### config.mk
export PLATFORM = sky130hd
export DESIGN_NAME = compare_sequencer
export DESIGN_NICKNAME = d
export VERILOG_FILES = /design/src/rtl/compare_sequencer_pkg.sv /design/src/rtl/comparator_module.sv /design/src/rtl/compare_sequencer.sv
export SDC_FILE = /design/constraint.sdc
export NUM_CORES = 1
export LEC_CHECK = 0
export ABC_AREA = 1
export CAP_MARGIN = 20
export CELL_PAD_IN_SITES_DETAIL_PLACEMENT = 1
export CELL_PAD_IN_SITES_GLOBAL_PLACEMENT = 1
export CORE_MARGIN = 2
export CORE_UTILIZATION = 35
export DETAILED_ROUTE_END_ITERATION = 7
export GPL_ROUTABILITY_DRIVEN = 0
export PLACE_DENSITY_LB_ADDON = 0.1
export SLEW_MARGIN = 20
export SYNTH_ARGS = -nofsm -noshare
export SYNTH_HDL_FRONTEND = slang
export SYNTH_HIERARCHICAL = 1
export SYNTH_SLANG_ARGS = --single-unit
### constraint.sdc
create_clock -name clk -period 2.2 [get_ports clk]
set_input_delay 0.55 -clock clk [delete_from_list [all_inputs] [get_ports clk]]
set_output_delay 0.55 -clock clk [all_outputs]
set_load 0.01 [all_outputs]
### src/rtl/compare_sequencer_pkg.sv
// Shared types and select codes for the comparator sweep sequencer.
// The package is named cmp_seq_pkg so that the comparator and the sequencer share one namespace.
package cmp_seq_pkg;

    typedef enum logic [1:0] {IDLE, SWEEP, DONE} cs_state_t;

    localparam logic [1:0] SEL_GT  = 2'd0;
    localparam logic [1:0] SEL_LT  = 2'd1;
    localparam logic [1:0] SEL_EQ  = 2'd2;
    localparam logic [1:0] SEL_NEQ = 2'd3;

    localparam int CMP_DW = 8;
    localparam int CMP_YW = 16;

endpackage

### src/rtl/comparator_module.sv
// Combinational 8-bit unsigned comparator with a 16-bit result word.
// Y[1]/Y[0] carry A>B / A<B for codes 0..2; both carry A!=B for NEQ.
module comparator_module
    import cmp_seq_pkg::*;
(
    input  logic [CMP_DW-1:0] A,
    input  logic [CMP_DW-1:0] B,
    input  logic [1:0]        select,
    output logic [CMP_YW-1:0] Y
);

    always_comb begin
        Y = '0;
        if (select == SEL_NEQ) begin
            Y[1] = (A != B);
            Y[0] = (A != B);
        end else begin
            Y[1] = (A > B);
            Y[0] = (A < B);
        end
    end

endmodule

### src/rtl/compare_sequencer.sv
// Sweeps one comparator through GT/LT/EQ/NEQ for a captured operand pair and
// returns the decoded 4-bit flag vector plus a consistency error bit.
module compare_sequencer
    import cmp_seq_pkg::*;
#(
    parameter int DW    = 8,
    parameter int CNT_W = 16
) (
    input  logic             clk,
    input  logic             rst,
    input  logic             in_valid,
    output logic             in_ready,
    input  logic [DW-1:0]    in_a,
    input  logic [DW-1:0]    in_b,
    output logic             out_valid,
    input  logic             out_ready,
    output logic [3:0]       out_flags,
    output logic             out_err,
    output logic             busy,
    output logic [CNT_W-1:0] txn_count
);

    cs_state_t        state_q, state_d;
    logic [1:0]       sel_q, sel_d;
    logic [DW-1:0]    a_q, a_d, b_q, b_d;
    logic [3:0]       flags_q, flags_d;
    logic             err_q, err_d;
    logic             yhi_q, yhi_d;
    logic [CNT_W-1:0] cnt_q, cnt_d;
    logic [15:0]      cmp_y;
    logic             dec_bit;

    comparator_module u_cmp (
        .A      (a_q),
        .B      (b_q),
        .select (sel_q),
        .Y      (cmp_y)
    );

    // Exactly one of gt/lt/eq, neq the inverse of eq, and no stray upper Y bits.
    function automatic logic check_err(input logic [3:0] f, input logic yhi);
        logic [1:0] onehot_sum;
        onehot_sum = {1'b0, f[0]} + {1'b0, f[1]} + {1'b0, f[2]};
        return (onehot_sum != 2'd1) || (f[3] != ~f[2]) || yhi;
    endfunction

    always_comb begin
        case (sel_q)
            SEL_GT:  dec_bit = cmp_y[1];
            SEL_LT:  dec_bit = cmp_y[0];
            SEL_EQ:  dec_bit = ~(cmp_y[1] | cmp_y[0]);
            default: dec_bit = cmp_y[0];
        endcase
    end

    always_comb begin
        state_d   = state_q;
        sel_d     = sel_q;
        a_d       = a_q;
        b_d       = b_q;
        flags_d   = flags_q;
        err_d     = err_q;
        yhi_d     = yhi_q;
        cnt_d     = cnt_q;
        in_ready  = 1'b0;
        out_valid = 1'b0;
        case (state_q)
            IDLE: begin
                in_ready = 1'b1;
                if (in_valid) begin
                    a_d     = in_a;
                    b_d     = in_b;
                    flags_d = '0;
                    err_d   = 1'b0;
                    yhi_d   = 1'b0;
                    sel_d   = SEL_GT;
                    state_d = SWEEP;
                end
            end
            SWEEP: begin
                flags_d[sel_q] = dec_bit;
                yhi_d          = yhi_q | (|cmp_y[15:2]);
                sel_d          = sel_q + 2'd1;
                if (sel_q == SEL_NEQ) begin
                    err_d   = check_err(flags_d, yhi_d);
                    state_d = DONE;
                end
            end
            DONE: begin
                out_valid = 1'b1;
                if (out_ready) begin
                    cnt_d   = cnt_q + CNT_W'(1);
                    state_d = IDLE;
                end
            end
            default: state_d = IDLE;
        endcase
    end

    always_ff @(posedge clk or posedge rst) begin
        if (rst) begin
            state_q <= IDLE;
            sel_q   <= '0;
            a_q     <= '0;
            b_q     <= '0;
            flags_q <= '0;
            err_q   <= 1'b0;
            yhi_q   <= 1'b0;
            cnt_q   <= '0;
        end else begin
            state_q <= state_d;
            sel_q   <= sel_d;
            a_q     <= a_d;
            b_q     <= b_d;
            flags_q <= flags_d;
            err_q   <= err_d;
            yhi_q   <= yhi_d;
            cnt_q   <= cnt_d;
        end
    end

    assign out_flags = flags_q;
    assign out_err   = err_q;
    assign busy      = (state_q != IDLE);
    assign txn_count = cnt_q;

endmodule

==> reports/results.ini, run 1 <==
[outcome]
outcome = complete, but fails checks
violations_in_the_final_reports = negative setup slack

[drt]
drt-vias-per-instance = 4.52
drt_iter0_drc = 49
num_vias = 1939
first_pass_iters = 4
mean_routed_wirelength_per_cell_um = 12.1
drt-total-wl_um = 5210
final_antenna_net_count = 0
drc = 0

[global_route]
wire_length_of_the_first_global_routing_pass_um = 8990
grt_max_degree = 43
first_global_vias = 1949
grt_overflow = 0
grt.total_usage = 0.153
number_of_antenna_violations_at_the_first_check_in_global_routing = 0

[synth]
synth_edf_count = 0
main_flop_type_after_synthesis = sky130_fd_sc_hd__dfrtp_1
ys_ff_latch = 42
synth-warning-count = 6
sequential_cell_area_fraction_in_the_yosys_report = 0.451
syn-mean-instance-area_sq_um = 8.18
asyncSetResetFlopFracSynth = 1.00
synth.distinct_cells = 29
netlist_instances = 285
mappedNetlistArea_sq_um = 2330

[clocking]
postCtsHoldBufs = 0
clock-sinks = 42
numCtsBuffers = 5
cts-root-to-sink-buffers = 2
cts.clk_slew.worst_paths_ns = 0.08
htreeDepth = 2
worst_skew_pair_latency_ns = 0.29
cts_tree = yes
clockRootBuffer = sky130_fd_sc_hd__clkbuf_8

[sta]
setup_slack_ns = -0.304
unrepaired_setup_endpoints_after_global_routing = true
min_period_over_period = 1.14
clock.fmax_mhz = 399
slew_viol_final = 0
period_minus_slack_ns = 2.50
clock_skew_ns = 0.00719
setup_violations = 1
fin_hold_ws_ns = 0.466
timing_hold_violations_final = 0

[power]
power.static_leakage_nw = 1.59
total_power_mw = 4.07
peak_vdd_ir_mv = 0.521
power_density_nw_per_um2 = 1280

[placement]
io_buffer_count = 43
detailed_place_hpwl_um = 3660

[final_layout]
seq_area_sq_um = 1050
drive_gt1_frac = 0.207
fillers = 804
area_added_between_synthesis_and_finish_pct = 36.8
antenna-diode-count = 0
final_net_count = 387
multiInputGateArea_sq_um = 1220

[critical_path]
worst-endpoint-required_ns = 2.39
r2r_worst_path_depth = 18
timing_worst_setup_path_type = reg2reg
worst_r2r_startpoint = b_q[5]
crit_path_start_kind = flip-flop
worstSetupStartpoint = b_q[5]
critPathArrivalTime_ns = 2.70
kind_of_end_point_of_the_critical_path = flip-flop
path_max_fanout = 3

[floorplan]
chipWidth_um = 85.6
dieHeight_um = 85.6
coreArea_sq_um = 6390
initial_core_util = 0.365
top_ports = 44
area_of_the_die_sq_um = 7330
placement_rows = 29

[job]
timing.max_cap.violations = 0

[hold_path]
hold_path_startpoint = txn_count[15]
hold_path_class = reg2reg
worstHoldPathCells = 1

==> synthesized netlist by cell type (2+ instances only) <==
cell type,number,share of area
sky130_fd_sc_hd__nor2_1,22,0.035
sky130_fd_sc_hd__nand2_1,92,0.15
sky130_fd_sc_hd__inv_2,6,0.0097
sky130_fd_sc_hd__dfrtp_1,42,0.45
sky130_fd_sc_hd__o21ai_0,5,0.011
sky130_fd_sc_hd__nand3_1,16,0.034
sky130_fd_sc_hd__o21ai_1,3,0.0064
sky130_fd_sc_hd__xor2_1,7,0.026
sky130_fd_sc_hd__nor2_2,5,0.013
sky130_fd_sc_hd__xnor2_1,8,0.030
sky130_fd_sc_hd__buf_2,2,0.0043
sky130_fd_sc_hd__a21oi_1,4,0.0086
sky130_fd_sc_hd__ha_1,13,0.070
sky130_fd_sc_hd__nand4_1,2,0.0054
sky130_fd_sc_hd__inv_1,31,0.050
sky130_fd_sc_hd__buf_4,14,0.045
==> flip-flops by register name, indices dropped and copies added (netlist names) <==
signal and cells:
txn_count 16, a_q 8, b_q 8, out_flags 4
sel_q 2, state_q 2, out_err 1, yhi_q 1
==> per-layer routing <==
metal,part of all wire,GRT usage,vias to the layer above
li1,-,-,982
met1,0.47,0.196,914
met2,0.48,0.259,37
met3,0.042,0.0346,6
met4,0.011,0.0433,0
met5,0,0,-
==> layout make-up <==
type,instances,area share
Tap cell,77,0.0302
Sequential cell,42,0.330
Timing Repair Buffer,64,0.188
Inverter,37,0.0436
Clock buffer,6,0.0259
Multi-Input combinational cell,203,0.382
==> final timing paths <==
| path | endpoint | slack (ns) |
|---|---|---|
| setup / recovery | out_err | -0.30 |
| hold / removal | txn_count[15] | 0.47 |
| setup reg to reg | out_err | -0.30 |
| hold reg to reg | txn_count[15] | 0.47 |
| max in group asynchronous | a_q[1] | 1.38 |
| min in group asynchronous | txn_count[3] | 0.61 |
==> what timing repair did <==
| item | 4_1_cts | 5_1_grt |
|---|---|---|
| setup endpoints to repair | 1 | 1 |
| pin swaps | 21 | 6 |
| setup buffers | 6 | 5 |
| resized for setup | 24 | 6 |
==> metrics by stage <==
step	setup slack, ns	utilization	TNS (ns)	std cells	instance area (sq um)
after floorplan	-0.0983	-	-0.0983	298	2390
after global placement	-0.308	0.452	-0.308	412	2890
after detailed placement	-0.340	0.452	-0.340	412	2890
after CTS	-0.287	0.490	-0.287	424	3130
after global routing	-0.485	0.499	-0.485	429	3190
final	-0.304	0.499	-0.304	429	3190
==> cell usage in the layout (no fill, tap or decap), drive strengths merged <==
cell type / n
nand2: 93
clkdlybuf4s50: 43
dfrtp: 42
inv: 37
nor2: 28
buf: 21
nand3: 17
conb: 14
ha: 13
xnor2: 8
o21ai: 8
xor2: 7
clkbuf: 6
a21oi: 4
nand4: 2
nor3: 2
a22o: 1
or2: 1
o31ai: 1
mux2: 1
and2: 1
o22ai: 1
fa: 1
==> worst max-delay path, cell delays in order, from the launching register on <==
cell,delay (ns)
sky130_fd_sc_hd__dfrtp_1,0.39
sky130_fd_sc_hd__inv_2,0.07
sky130_fd_sc_hd__ha_4,0.21
sky130_fd_sc_hd__a21oi_2,0.14
sky130_fd_sc_hd__nor2_2,0.05
sky130_fd_sc_hd__nor2_2,0.14
sky130_fd_sc_hd__nand2_1,0.07
sky130_fd_sc_hd__nand2_1,0.09
sky130_fd_sc_hd__inv_2,0.06
sky130_fd_sc_hd__nand3_4,0.09
sky130_fd_sc_hd__nand2_2,0.06
sky130_fd_sc_hd__o21ai_2,0.14
sky130_fd_sc_hd__inv_1,0.07
sky130_fd_sc_hd__fa_1,0.50
sky130_fd_sc_hd__nand2_1,0.05
sky130_fd_sc_hd__nor2_1,0.09
sky130_fd_sc_hd__nand3_1,0.07
sky130_fd_sc_hd__nand2_1,0.06
sky130_fd_sc_hd__nand2_1,0.04
==> power breakdown <==
part           switching (mW)  internal, mW
sequential              0.205          1.02
combinational            1.24          1.11
clock                   0.258         0.242
==> logic make-up (layout without fill, tap and decap cells) <==
kind of cell,Yosys count,after routing,share of synthesized area
other,1,14,0.00161
buffers and inverters,53,107,0.109
AO/OA/AOI/OAI,15,15,0.0354
AND/OR/NAND/NOR,144,144,0.264
multiplexers,1,1,0.00483
adder cells (fa/ha/maj),14,14,0.0784
XOR/XNOR,15,15,0.0564
flip-flops,42,42,0.451
Note: power is estimated with default switching activity, not from simulation.
==> run 2: changes to the inputs <==
- CELL_PAD_IN_SITES_GLOBAL_PLACEMENT: 1 -> 2
- CORE_UTILIZATION: 35 -> 28
- CTS_BUF_LIST: default -> sky130_fd_sc_hd__clkbuf_2
- MAX_ROUTING_LAYER: default -> met4
==> run 2 against run 1 <==
- the run still ends with negative setup slack left
- final cell count up 7.0%
- sequential power is essentially flat
- clock power is 32% lower
- critical path depth stayed put
- combinational power fell by 8%
- non-clock buffer count did not move
==> reports/results.ini, run 2 (synthesis gave the netlist of run 1 again) <==
[power]
power_density_nw_per_um2 = 1180  ; -7.7%
peak_vdd_ir_mv = 0.387  ; -26%
total_power_mw = 3.71  ; -8.8%
power.static_leakage_nw = 1.58  ; -0.14%

[final_layout]
largest_register_ffs = 16  ; unchanged
final_cell_count_no_fill = 459  ; +7.0%
final_cell_area_sq_um = 3150  ; -1.2%
antenna-diode-count = 0  ; unchanged
fillers = 978  ; +22%
drive_gt1_frac = 0.192  ; -0.0153
layout_common_cells = sky130_fd_sc_hd__nand2_1 (85), sky130_fd_sc_hd__dfrtp_1 (41), sky130_fd_sc_hd__clkdlybuf4s50_1 (40), sky130_fd_sc_hd__inv_1 (26), sky130_fd_sc_hd__nor2_1 (21)
finalCoreUtilization = 0.387  ; -0.112
final_net_count = 387  ; unchanged
area_added_between_synthesis_and_finish_pct = 35.1
final_common_cell = sky130_fd_sc_hd__nand2_1

[sta]
clock_skew_ns = 0.0145  ; +0.00735 ns
period_minus_slack_ns = 2.51  ; +0.00971 ns
clock.fmax_mhz = 398  ; -0.39%
timing_hold_violations_final = 0  ; unchanged
unrepaired_setup_endpoints_after_global_routing = true
fin_tns_setup_ns = -0.313  ; -0.00971 ns
setup_slack_ns = -0.313  ; -0.00971 ns
min_period_over_period = 1.14  ; +0.00441
slew_viol_final = 0  ; unchanged
setup_violations = 1  ; unchanged

[critical_path]
timing_worst_setup_path_type = reg2reg
worst_r2r_startpoint = a_q[1]
worst-endpoint-required_ns = 2.52  ; +0.13 ns
path_max_fanout = 3  ; unchanged
rr_endpoint = out_err
crit_path_start_kind = flip-flop
kind_of_end_point_of_the_critical_path = flip-flop
critPathArrivalTime_ns = 2.83  ; +0.13 ns
r2r_worst_path_depth = 18  ; unchanged
setup_slack_on_the_worst_flop_to_flop_path_ns = -0.31  ; about the same

[floorplan]
dieHeight_um = 95.2  ; +11%
area_of_the_die_sq_um = 9070  ; +24%
top_ports = 44  ; unchanged
chipWidth_um = 95.2  ; +11%
placement_rows = 33  ; +14%
coreArea_sq_um = 8130  ; +27%
initial_core_util = 0.287  ; -0.0784

[drt]
num_vias = 1890  ; -2.5%
drt-total-wl_um = 5200  ; -0.19%
drc = 0  ; unchanged
drt_iter0_drc = 45  ; -8.2%
first_pass_iters = 2  ; -2
mean_routed_wirelength_per_cell_um = 11.3  ; -6.7%
final_antenna_net_count = 0  ; unchanged
drt-vias-per-instance = 4.12  ; -8.9%

[global_route]
grt.total_usage = 0.128  ; -0.0248
number_of_antenna_violations_at_the_first_check_in_global_routing = 0  ; unchanged
grt_overflow = 0  ; unchanged
grt_max_degree = 43  ; unchanged
wire_length_of_the_first_global_routing_pass_um = 8720  ; -3.0%
first_global_vias = 1827  ; -6.3%

[outcome]
violations_in_the_final_reports = negative setup slack
outcome = complete, but fails checks

[clocking]
worst_skew_pair_latency_ns = 0.41  ; +0.12 ns
cts-root-to-sink-buffers = 2  ; unchanged
numCtsBuffers = 5  ; unchanged
htreeDepth = 2  ; unchanged
cts_tree = yes
cts.clk_slew.worst_paths_ns = 0.22  ; +0.14 ns
clockRootBuffer = sky130_fd_sc_hd__clkbuf_2
clock-sinks = 42  ; unchanged

[placement]
io_buffer_count = 43  ; unchanged
dp.cells = 446  ; +8.3%
detailed_place_hpwl_um = 3900  ; +6.5%
place_area_sq_um = 2970  ; +2.8%

[hold_path]
hold_path_class = in2async

[job]
timing.max_cap.violations = 0  ; unchanged

-- run 2: cell count changes in the layout (fill, tap and decap cells not counted), sizes merged --
cell | before | now
clkbuf | 6 | 5
clkinv | 0 | 3
clkdlybuf4s50 | 43 | 40
dlymetal6s2s | 0 | 1
inv | 37 | 36
dlygate4sd2 | 0 | 2
clkinvlp | 0 | 1
-- run 2: worst max-delay path: stages, from the launching register on --
cell and delay (ns):
sky130_fd_sc_hd__dfrtp_1 0.44, sky130_fd_sc_hd__ha_1 0.30, sky130_fd_sc_hd__nand2_1 0.06, sky130_fd_sc_hd__nand2_1 0.05, sky130_fd_sc_hd__nand2_1 0.04, sky130_fd_sc_hd__nand2_1 0.06, sky130_fd_sc_hd__nand2_2 0.06, sky130_fd_sc_hd__a21oi_2 0.17
sky130_fd_sc_hd__inv_1 0.08, sky130_fd_sc_hd__nand3_2 0.11, sky130_fd_sc_hd__nand2_2 0.06, sky130_fd_sc_hd__o21ai_2 0.14, sky130_fd_sc_hd__inv_1 0.07, sky130_fd_sc_hd__fa_1 0.47, sky130_fd_sc_hd__nand2_1 0.05, sky130_fd_sc_hd__nor2_1 0.09
sky130_fd_sc_hd__nand3_1 0.07, sky130_fd_sc_hd__nand2_1 0.06, sky130_fd_sc_hd__nand2_1 0.05
-- run 2: what timing repair did --
action                                  CTS  global route
hold buffers                              0             0
gates cloned                              0             0
setup buffers                             1             4
resized for setup                         7            20
endpoints found under the setup margin    4             2
pin swaps                                 3            15
-- run 2: final cells by class --
class,instances,area [sq um],area share
Multi-Input combinational cell,203,1180,0.376
Sequential cell,42,1050,0.334
Timing Repair Buffer,64,601,0.191
Inverter,37,139,0.0441
Tap cell,105,131,0.0417
Clock buffer,5,25.0,0.00795
Clock inverter,3,16.3,0.00516
-- run 2: how the worst max path moves through the flow --
stage            from  endpoint  slack [ns]  cells after the start
6_report       a_q[1]   out_err       -0.31                     18
5_1_grt        b_q[5]   out_err       -0.60                     18
4_1_cts        b_q[7]   out_err       -0.35                     18
3_5_place_dp   a_q[7]   out_err       -0.37                     16
3_3_place_gp   b_q[5]   out_err       -0.34                     18
2_1_floorplan  b_q[5]   out_err        -0.1                     18
-- run 2: metal layers --
metal  wire, um  global-route usage  up-vias  part of all wire
met5          0                   -        -                 0
met4         75              0.0435        0             0.014
met3        161              0.0285        5             0.031
met2       2390               0.192       26              0.46
met1       2570               0.171      878              0.49
li1           -                   -      981                 -
-- run 2: power by group --
group | switching [mW] | internal (mW)
clock network | 0.268 | 0.0725
registers | 0.202 | 1.02
logic | 1.13 | 1.02
total | 1.60 | 2.11
-- run 2: stage by stage --
step	worst slack, ns	hold WS [ns]
4_1_cts	-0.353	0.408
3_3_place_gp	-0.337	0.460
3_5_place_dp	-0.368	0.469
5_1_grt	-0.602	0.405
2_1_floorplan	-0.0983	0.449
6_report	-0.313	0.451
